File: config.mk
export PLATFORM = sky130hd
export DESIGN_NAME = bus_read_arbiter
export DESIGN_NICKNAME = d
export VERILOG_FILES = /design/src/rtl/bus_read_arbiter.sv
export SDC_FILE = /design/constraint.sdc
export NUM_CORES = 1
export LEC_CHECK = 0
export CORE_MARGIN = 5
export CORE_UTILIZATION = 48
export DETAILED_ROUTE_END_ITERATION = 16
export DONT_BUFFER_PORTS = 1
export GPL_ROUTABILITY_DRIVEN = 1
export HOLD_SLACK_MARGIN = 0.15
export SKIP_LAST_GASP = 1
export SLEW_MARGIN = 20
export SYNTH_ARGS = -nofsm -noshare
export SYNTH_HDL_FRONTEND = slang
export SYNTH_SLANG_ARGS = --single-unit
export TNS_END_PERCENT = 5
File: constraint.sdc
create_clock -name clk -period 2.9 [get_ports clk]
set_clock_uncertainty 0.2 [all_clocks]
set_input_delay 0.435 -clock clk [delete_from_list [all_inputs] [get_ports clk]]
set_output_delay 0.435 -clock clk [all_outputs]
set_load 0.005 [all_outputs]
File: src/rtl/bus_read_arbiter.sv
// Grant controller for the three-master read bus: holds one grant per full read transaction and flags burst-length mismatches.
// Optional round-robin arbitration is compiled in with BUS_ARB_ROUND_ROBIN_EN; default is fixed priority m0 > m1 > m2.
module bus_read_arbiter (
    input  logic       clk,
    input  logic       rst,
    input  logic       m0_arvalid,
    input  logic       m1_arvalid,
    input  logic       m2_arvalid,
    input  logic       arvalid,
    input  logic       arready,
    input  logic [3:0] arlen,
    input  logic       rvalid,
    input  logic       rready,
    input  logic       rlast,
    output logic       m0_grnt,
    output logic       m1_grnt,
    output logic       m2_grnt,
    output logic       busy,
    output logic       len_err
);

    typedef enum logic [1:0] {
        IDLE,
        ADDR,
        DATA
    } state_t;

    state_t     state, state_d;
    logic [2:0] grant, grant_d;
    logic [2:0] req;
    logic [2:0] winner;
    logic [3:0] len_q, len_d;
    logic [3:0] beat_cnt, beat_d;
    logic       err_d;

    assign req = {m2_arvalid, m1_arvalid, m0_arvalid};

`ifdef BUS_ARB_ROUND_ROBIN_EN
    logic [1:0] ptr, ptr_d;

    // Search starts one past the last granted master.
    always_comb begin
        winner = '0;
        case (ptr)
            2'd0: begin
                if (req[1])      winner = 3'b010;
                else if (req[2]) winner = 3'b100;
                else if (req[0]) winner = 3'b001;
            end
            2'd1: begin
                if (req[2])      winner = 3'b100;
                else if (req[0]) winner = 3'b001;
                else if (req[1]) winner = 3'b010;
            end
            default: begin
                if (req[0])      winner = 3'b001;
                else if (req[1]) winner = 3'b010;
                else if (req[2]) winner = 3'b100;
            end
        endcase
    end

    // A grant is issued exactly when ADDR is entered from another state.
    always_comb begin
        ptr_d = ptr;
        if (state_d == ADDR && state != ADDR) begin
            if (grant_d[1])      ptr_d = 2'd1;
            else if (grant_d[2]) ptr_d = 2'd2;
            else                 ptr_d = 2'd0;
        end
    end

    always_ff @(posedge clk) begin
        if (rst) ptr <= 2'd2;
        else     ptr <= ptr_d;
    end
`else
    always_comb begin
        winner = '0;
        if (req[0])      winner = 3'b001;
        else if (req[1]) winner = 3'b010;
        else if (req[2]) winner = 3'b100;
    end
`endif

    always_comb begin
        state_d = state;
        grant_d = grant;
        len_d   = len_q;
        beat_d  = beat_cnt;
        err_d   = len_err;
        case (state)
            IDLE: begin
                if (|winner) begin
                    grant_d = winner;
                    state_d = ADDR;
                end
            end
            ADDR: begin
                if (arvalid && arready) begin
                    len_d   = arlen;
                    beat_d  = '0;
                    state_d = DATA;
                end
            end
            DATA: begin
                if (rvalid && rready) begin
                    beat_d = beat_cnt + 4'd1;
                    if (rlast) begin
                        if (beat_cnt != len_q) err_d = 1'b1;
                        // Re-arbitrate on the completing beat so back-to-back grants need no idle cycle.
                        if (|winner) begin
                            grant_d = winner;
                            state_d = ADDR;
                        end else begin
                            grant_d = '0;
                            state_d = IDLE;
                        end
                    end else if (beat_cnt == len_q) begin
                        err_d = 1'b1;
                    end
                end
            end
            default: begin
                grant_d = '0;
                state_d = IDLE;
            end
        endcase
    end

    always_ff @(posedge clk) begin
        if (rst) begin
            state    <= IDLE;
            grant    <= '0;
            len_q    <= '0;
            beat_cnt <= '0;
            len_err  <= 1'b0;
        end else begin
            state    <= state_d;
            grant    <= grant_d;
            len_q    <= len_d;
            beat_cnt <= beat_d;
            len_err  <= err_d;
        end
    end

    assign m0_grnt = grant[0];
    assign m1_grnt = grant[1];
    assign m2_grnt = grant[2];
    assign busy    = |grant;

endmodule

==> impl_metrics.toml, run 1 <==
[hold_path]
min_from = "arready"
hold_class = "in2reg"

[die]
die_h_um = 46.7
std_cell_rows = 13
die_area_sq_um = 2190
coreArea_sq_um = 1280
pin_count = 19
die_w_um = 46.7
start_util_pct = 50.4

[synth]
synth_top_family_by_area = "simple AND/OR/NAND/NOR gates"
synth-simple-area-share_pct = 29.9
synth_xor_area_share_pct = 9.46
netlist_instances = 71
yosys.area.top_type_share_pct = 43.2
seq_area_frac_synth_pct = 43.2
synth_nets = 86
synthDistinctLibCells = 26
synthAdderAreaFrac_pct = 1.93
syn_area_sq_um = 648
synth-compound-area-share_pct = 13.5
synth_top_area_cell = "dfxtp_1"
ys_ff_latch = 14
ys_top_cells_by_area = "dfxtp_1 (43%), xor2_1 (8.1%), nand2_1 (5.8%)"
yosys_warnings = 0
synth_mux_area_share_pct = 0
postSynthAreaPerCell_sq_um = 9.13

[pwr]
power_density_nw_per_um2 = 483
clock_power_share_pct = 30.8
power.net_switching_uw = 86.7
switching_share_pct = 24.6
seqPwrFrac_pct = 58.4
ir_worst_vdd_v = 0.000263
internal_power_uw = 266
combPwrFrac_pct = 10.8
total_leakage_power_uw = 0.000282

[final_layout]
fill_cells = 130
final_cell_mix = "dfxtp_1 (14), nand2_1 (10), a21oi_1 (7), xor2_1 (6), dlygate4sd3_1 (5)"
multi_input_area_sq_um = 355
layout_commonest_cell = "dfxtp_1"
finish.net_count = 94
diodes = 0
register_area_sq_um = 280
areaGrowthSynthToFinish_pct = 12.7
drive_gt1_share_pct = 6.49

[grt]
grt_antenna_before_repair = 0
grt_pass1_wl_um = 2280
use_met2_pct = 21.4
grt.total_usage_pct = 15.5
grt_util_met1_pct = 19.9
grt_start_max_net_pins = 11
globalRoute.busiestLayer = "met2"
met3_usage_pct = 4.98
grt_pass1_vias = 543
overflow = 0

[sta]
rsz0062_at_grt = "no"
fmax_ghz = 0.605
finalCritPeriodShare_pct = 57.0
tns_ns = 0
setup_viol = 0
maxSlewViolCount = 0
whs_ns = 0.199
setup_ws_ns = 1.25
hold_viol = 0
fin_crit_ns = 1.65
relSlewSlack_pct = 61.3
worst_pin_slew_ns = 0.579

[clocking]
path_clk_slew_ns = 0.08
cts_root_buf = "clkbuf_4"
cts-resized-gates = 0
htreeDepth = 1
post-cts-setup-buffer-count = 0
cts_num_sinks = 14
cts_buffers = 3
clk_path_buf_depth = 2
cts_tree = "done"
clk_latency_ns = 0.28

[placement]
globalplace.congestion = 0.692
dp_hpwl_um = 982
post-place-ws_ns = 1.26
port_buffers = 0

[drt]
wl_per_cell_um = 15.2
viasPerCell = 5.95
drt_iter0_drc = 11
vias = 547
drt-pass1-iter-count = 2
drc_errors = 0
antenna_left = 0
drt-total-wl_um = 1400

[worst_setup_path]
crit_path_end_kind = "register"
cp.arrival_ns = 1.66
crit_required_ns = 2.91
start_kind = "register"
cp-startpoint = "state[0]"
crit_type = "reg2reg"
path_max_fanout = 7
r2r-start = "state[0]"

[run]
cap_violations = 0

[run_status]
outcome = "finished clean"
==> sequential cells by signal, summed over array words and instances, names as in the netlist <==
signal	cells
beat_cnt	4
state	2
len_err	1
len_q	4
grant	3
==> cell type report <==
| type | instances | area share (%) |
|---|---|---|
| clock buffer | 3 | 3.08 |
| inverter | 1 | 0.514 |
| multi-input combinational | 54 | 48.6 |
| sequential | 14 | 38.4 |
| tap | 15 | 2.57 |
| timing repair buffer | 5 | 6.85 |
==> stage by stage <==
stage	area (sq um)	power, uW	utilization, %	instances
CTS	731	358	56.9	92
finish	731	353	56.9	92
global route	731	376	56.9	92
floorplan	648	236	-	71
detailed placement	658	240	51.2	84
global placement	658	240	51.2	84
==> logic make-up after synthesis <==
family / count (synthesis)
fa+ha+maj: 1
xor+xnor: 7
simple gates: 33
compound gates: 13
buf+inv: 3
flops: 14
==> cell usage after synthesis <==
cell / count
ha_1: 1
dfxtp_1: 14
o21ai_0: 1
nor3b_1: 1
nand3b_1: 1
xnor2_1: 1
nor4b_1: 2
a32o_1: 3
nor3_1: 4
or3_1: 1
nor3_2: 1
nor2_1: 2
a221o_1: 1
nor4_2: 1
clkbuf_1: 1
nor2b_1: 3
inv_1: 1
a22oi_1: 1
buf_2: 1
nand4b_1: 2
a21oi_1: 7
nand4_1: 1
nand3_1: 3
nand2_1: 10
xor2_1: 6
and4b_1: 1
==> critical path: stages, from the launching register on <==
cell and delay, ns:
dfxtp_1 0.40, nor2b_1 0.22, nor2b_1 0.52, nand2_1 0.11
a21oi_1 0.13
==> layer usage <==
metal | vias up | routed length [um] | part of all wire [%]
met5 | - | 0 | 0
met4 | 0 | 42 | 3.0
met3 | 5 | 114 | 8.1
met2 | 15 | 550 | 39
met1 | 252 | 692 | 49
li1 | 275 | - | -
==> power by group through the flow <==
stage	Clock, uW	Combinational [uW]	Sequential (uW)
floorplan	0	27.6	209
global placement	0	29.9	210
detailed placement	0	30.0	211
CTS	115	37.9	206
global route	127	42.1	207
finish	109	38.0	206
==> timing repair <==
action	4_1_cts	5_1_grt
hold buffers	5	0
setup endpoints to repair	0	0
hold endpoints to repair	10	0
==> final timing paths <==
check | end | slack (ns) | cells past startpoint
setup / recovery | len_q[3] | 1.25 | 4
hold / removal | state[0] | 0.20 | 3
setup reg to reg | len_q[3] | 1.25 | 4
hold reg to reg | len_q[2] | 0.27 | 2
(Power assumes the default switching activity.)
==> run 2: changes to the inputs <==
--- a/config.mk
+++ b/config.mk
@@ -5,12 +5,15 @@
 export SDC_FILE = /design/constraint.sdc
 export NUM_CORES = 1
 export LEC_CHECK = 0
+export ABC_AREA = 1
+export CORE_ASPECT_RATIO = 0.9
 export CORE_MARGIN = 5
 export CORE_UTILIZATION = 48
 export DETAILED_ROUTE_END_ITERATION = 16
 export DONT_BUFFER_PORTS = 1
 export GPL_ROUTABILITY_DRIVEN = 1
 export HOLD_SLACK_MARGIN = 0.15
+export PLACE_DENSITY = 0.65
 export SKIP_LAST_GASP = 1
 export SLEW_MARGIN = 20
 export SYNTH_ARGS = -nofsm -noshare
==> constraint.sdc (replaced) <==
create_clock -name clk -period 1.5 [get_ports clk]
set_clock_uncertainty 0.2 [all_clocks]
set_input_delay 0.225 -clock clk [delete_from_list [all_inputs] [get_ports clk]]
set_output_delay 0.225 -clock clk [all_outputs]
set_load 0.005 [all_outputs]
==> run 2 against run 1 <==
  * Final area rose by 24%
  * Critical path depth grew 3
  * Via count is 23% higher
  * Largest power group unchanged
  * First-iteration DRC count rose by 64%
  * Hold slack got worse by 0.0032 ns
  * Critical path type is now in2reg
  * Utilization rose by 6.7 points
  * Non-clock buffer count increased by 9
  * Die area up 7.6%
  * Global-route usage fell by 1.4 points
  * Total power grew 120%
  * Clock power is 91% higher
==> impl_metrics.toml, run 2 <==
[final_layout]
reg.largest.list = "beat_cnt x4, len_q x4, grant x3"
fill_cells = 133
diodes = 0
register_area_sq_um = 280
layout_commonest_cell = "nand2_1"
areaGrowthSynthToFinish_pct = 28.0
final_cell_mix = "nand2_1 (19), inv_1 (14), a21oi_1 (14), dfxtp_1 (14), dlygate4sd3_1 (9)"
multi_input_area_sq_um = 377
stdcell_count = 131
finish.net_count = 133
drive_gt1_share_pct = 17.2

[drt]
viasPerCell = 5.13
drt_iter0_drc = 18
wl_per_cell_um = 11.7
vias = 672
drc_errors = 0
antenna_left = 0
drt-total-wl_um = 1530
drt-pass1-iter-count = 4

[synth]
synthDistinctLibCells = 21
yosys_warnings = 0
seq_area_frac_synth_pct = 39.4
syn_area_sq_um = 711
ys_ff_latch = 14
postSynthAreaPerCell_sq_um = 7.18
ys_top_cells_by_area = "dfxtp_1 (39%), nand2_1 (10%), a21oi_1 (9.9%)"
ys_async_sr_fraction_pct = 0
synth_common_cells = "nand2_1 (19), inv_1 (15), a21oi_1 (14), dfxtp_1 (14), o21ai_0 (6)"
yosys.cell_count.top_type = "nand2_1"
synth-main-ff-cell = "dfxtp_1"
synth_edf_count = 0
synth_top_area_cell = "dfxtp_1"
yosys.area.top_type_share_pct = 39.4
netlist_instances = 99
synth_nets = 114

[die]
std_cell_rows = 13
pin_count = 19
die_h_um = 46.5
start_util_pct = 49.7
die_w_um = 50.6
die_area_sq_um = 2350
coreArea_sq_um = 1430

[pwr]
power_uw = 768
ir_worst_vdd_v = 0.000445
total_leakage_power_uw = 0.000410
power_density_nw_per_um2 = 844

[clocking]
clk_latency_ns = 0.27
cts_root_buf = "clkbuf_4"
cts_num_sinks = 14
cts_tree = "done"
cts_buffers = 3
clk_path_buf_depth = 2
htreeDepth = 1
path_clk_slew_ns = 0.08

[worst_setup_path]
slowest_delay_ns = 0.57
start_kind = "primary input"
reg2regPathDepth = 7
reg2reg_to = "beat_cnt[3]"
crit_required_ns = 1.46
worstSetupEndpoint = "grant[2]"
r2r_setup_slack_ns = 0.08
r2r-start = "state[1]"
cp_top_family = "buffers and inverters"
crit_type = "in2reg"
crit_chain = "dlygate4sd3_1 -> inv_1 -> nand3b_1 -> nor2_2 -> nor2_4 -> o21ai_2 -> a21oi_1"
path_max_fanout = 5
path_depth = 7
cp.arrival_ns = 1.41
path_buf_inv = 2
worst_path_max_delay_cell = "dlygate4sd3_1"
cp-startpoint = "m1_arvalid"
crit_path_end_kind = "register"

[placement]
placed_cells = 114
port_buffers = 0
post-place-ws_ns = 0.101
globalplace.congestion = 0.784
dp_hpwl_um = 1120

[sta]
whs_ns = 0.196
fin_crit_ns = 1.45
fmax_ghz = 0.690
relSlewSlack_pct = 80.7
tns_ns = 0
setup_ws_ns = 0.0501
rsz0062_at_grt = "yes"
maxSlewViolCount = 0
finalCritPeriodShare_pct = 96.7
setup_viol = 0
worst_pin_slew_ns = 0.288
hold_viol = 0

[run_status]
outcome = "finished clean"

[grt]
grt_antenna_before_repair = 0
overflow = 0
grt_start_max_net_pins = 11
grt_pass1_vias = 598
grt_pass1_wl_um = 2530
grt.total_usage_pct = 14.1

[hold_path]
min_from = "m0_arvalid"
hold_class = "in2reg"

[run]
cap_violations = 0
[run 2: cell count changes after synthesis, sizes merged, moves of 6 or more]
cell	delta
nand2	+13
a21oi	+7
inv	+16
xor2	-6
o21ai	+11
[run 2: area by class of cell]
cell class / count / area share, %
Tap cell: 15 / 2.06
Inverter: 17 / 7.02
Multi-Input combinational cell: 68 / 41.4
Sequential cell: 14 / 30.8
Clock buffer: 3 / 2.48
Timing Repair Buffer: 14 / 16.2
[run 2: per-stage QoR]
| step | area (sq um) | utilization [%] |
|---|---|---|
| floorplan | 711 | - |
| global placement | 729 | 51.0 |
| detailed placement | 729 | 51.0 |
| CTS | 882 | 61.6 |
| global route | 910 | 63.5 |
| finish | 910 | 63.5 |
[run 2: layer usage]
| layer | up-vias | track usage [%] | routed length [um] |
|---|---|---|---|
| met1 | 303 | 19.7 | 738 |
| met3 | 2 | 2.91 | 52 |
| met4 | 0 | 4.59 | 12 |
| li1 | 358 | - | - |
| met2 | 9 | 21.5 | 724 |
| met5 | - | 0 | 0 |
[run 2: what timing repair did]
item	CTS	global route
gates resized for setup	0	8
hold buffers	13	0
hold endpoints to repair	14	0
buffers inserted	0	1
setup endpoints to repair	0	5
[run 2: worst register-to-register path, delay by kind of cell (launching register included)]
kind | cells | cell delay [ns]
simple gates | 4 | 0.50
buf+inv | 1 | 0.06
flops | 1 | 0.39
compound gates | 2 | 0.17
[run 2: how the worst min path moves through the flow]
| stage | to | slack (ns) | depth (start not counted) |
|---|---|---|---|
| after floorplan | grant[0] | 0.09 | 1 |
| after global placement | len_err | 0.1 | 1 |
| after detailed placement | len_err | 0.1 | 1 |
| after CTS | len_q[3] | 0.27 | 2 |
| after global routing | grant[0] | 0.23 | 3 |
| final | grant[0] | 0.20 | 3 |
[run 2: kinds of logic (layout without fill, tap and decap cells)]
family	Yosys count	in the layout	share of synthesized area, %
simple gates	40	40	30.1
flops	14	14	39.4
buf+inv	17	34	8.98
compound gates	27	27	19.7
fa+ha+maj	1	1	1.76
[run 2: power breakdown]
part | internal (uW) | switching [uW]
combinational | 67.5 | 83.5
sequential | 392 | 17.3
clock | 92.7 | 115
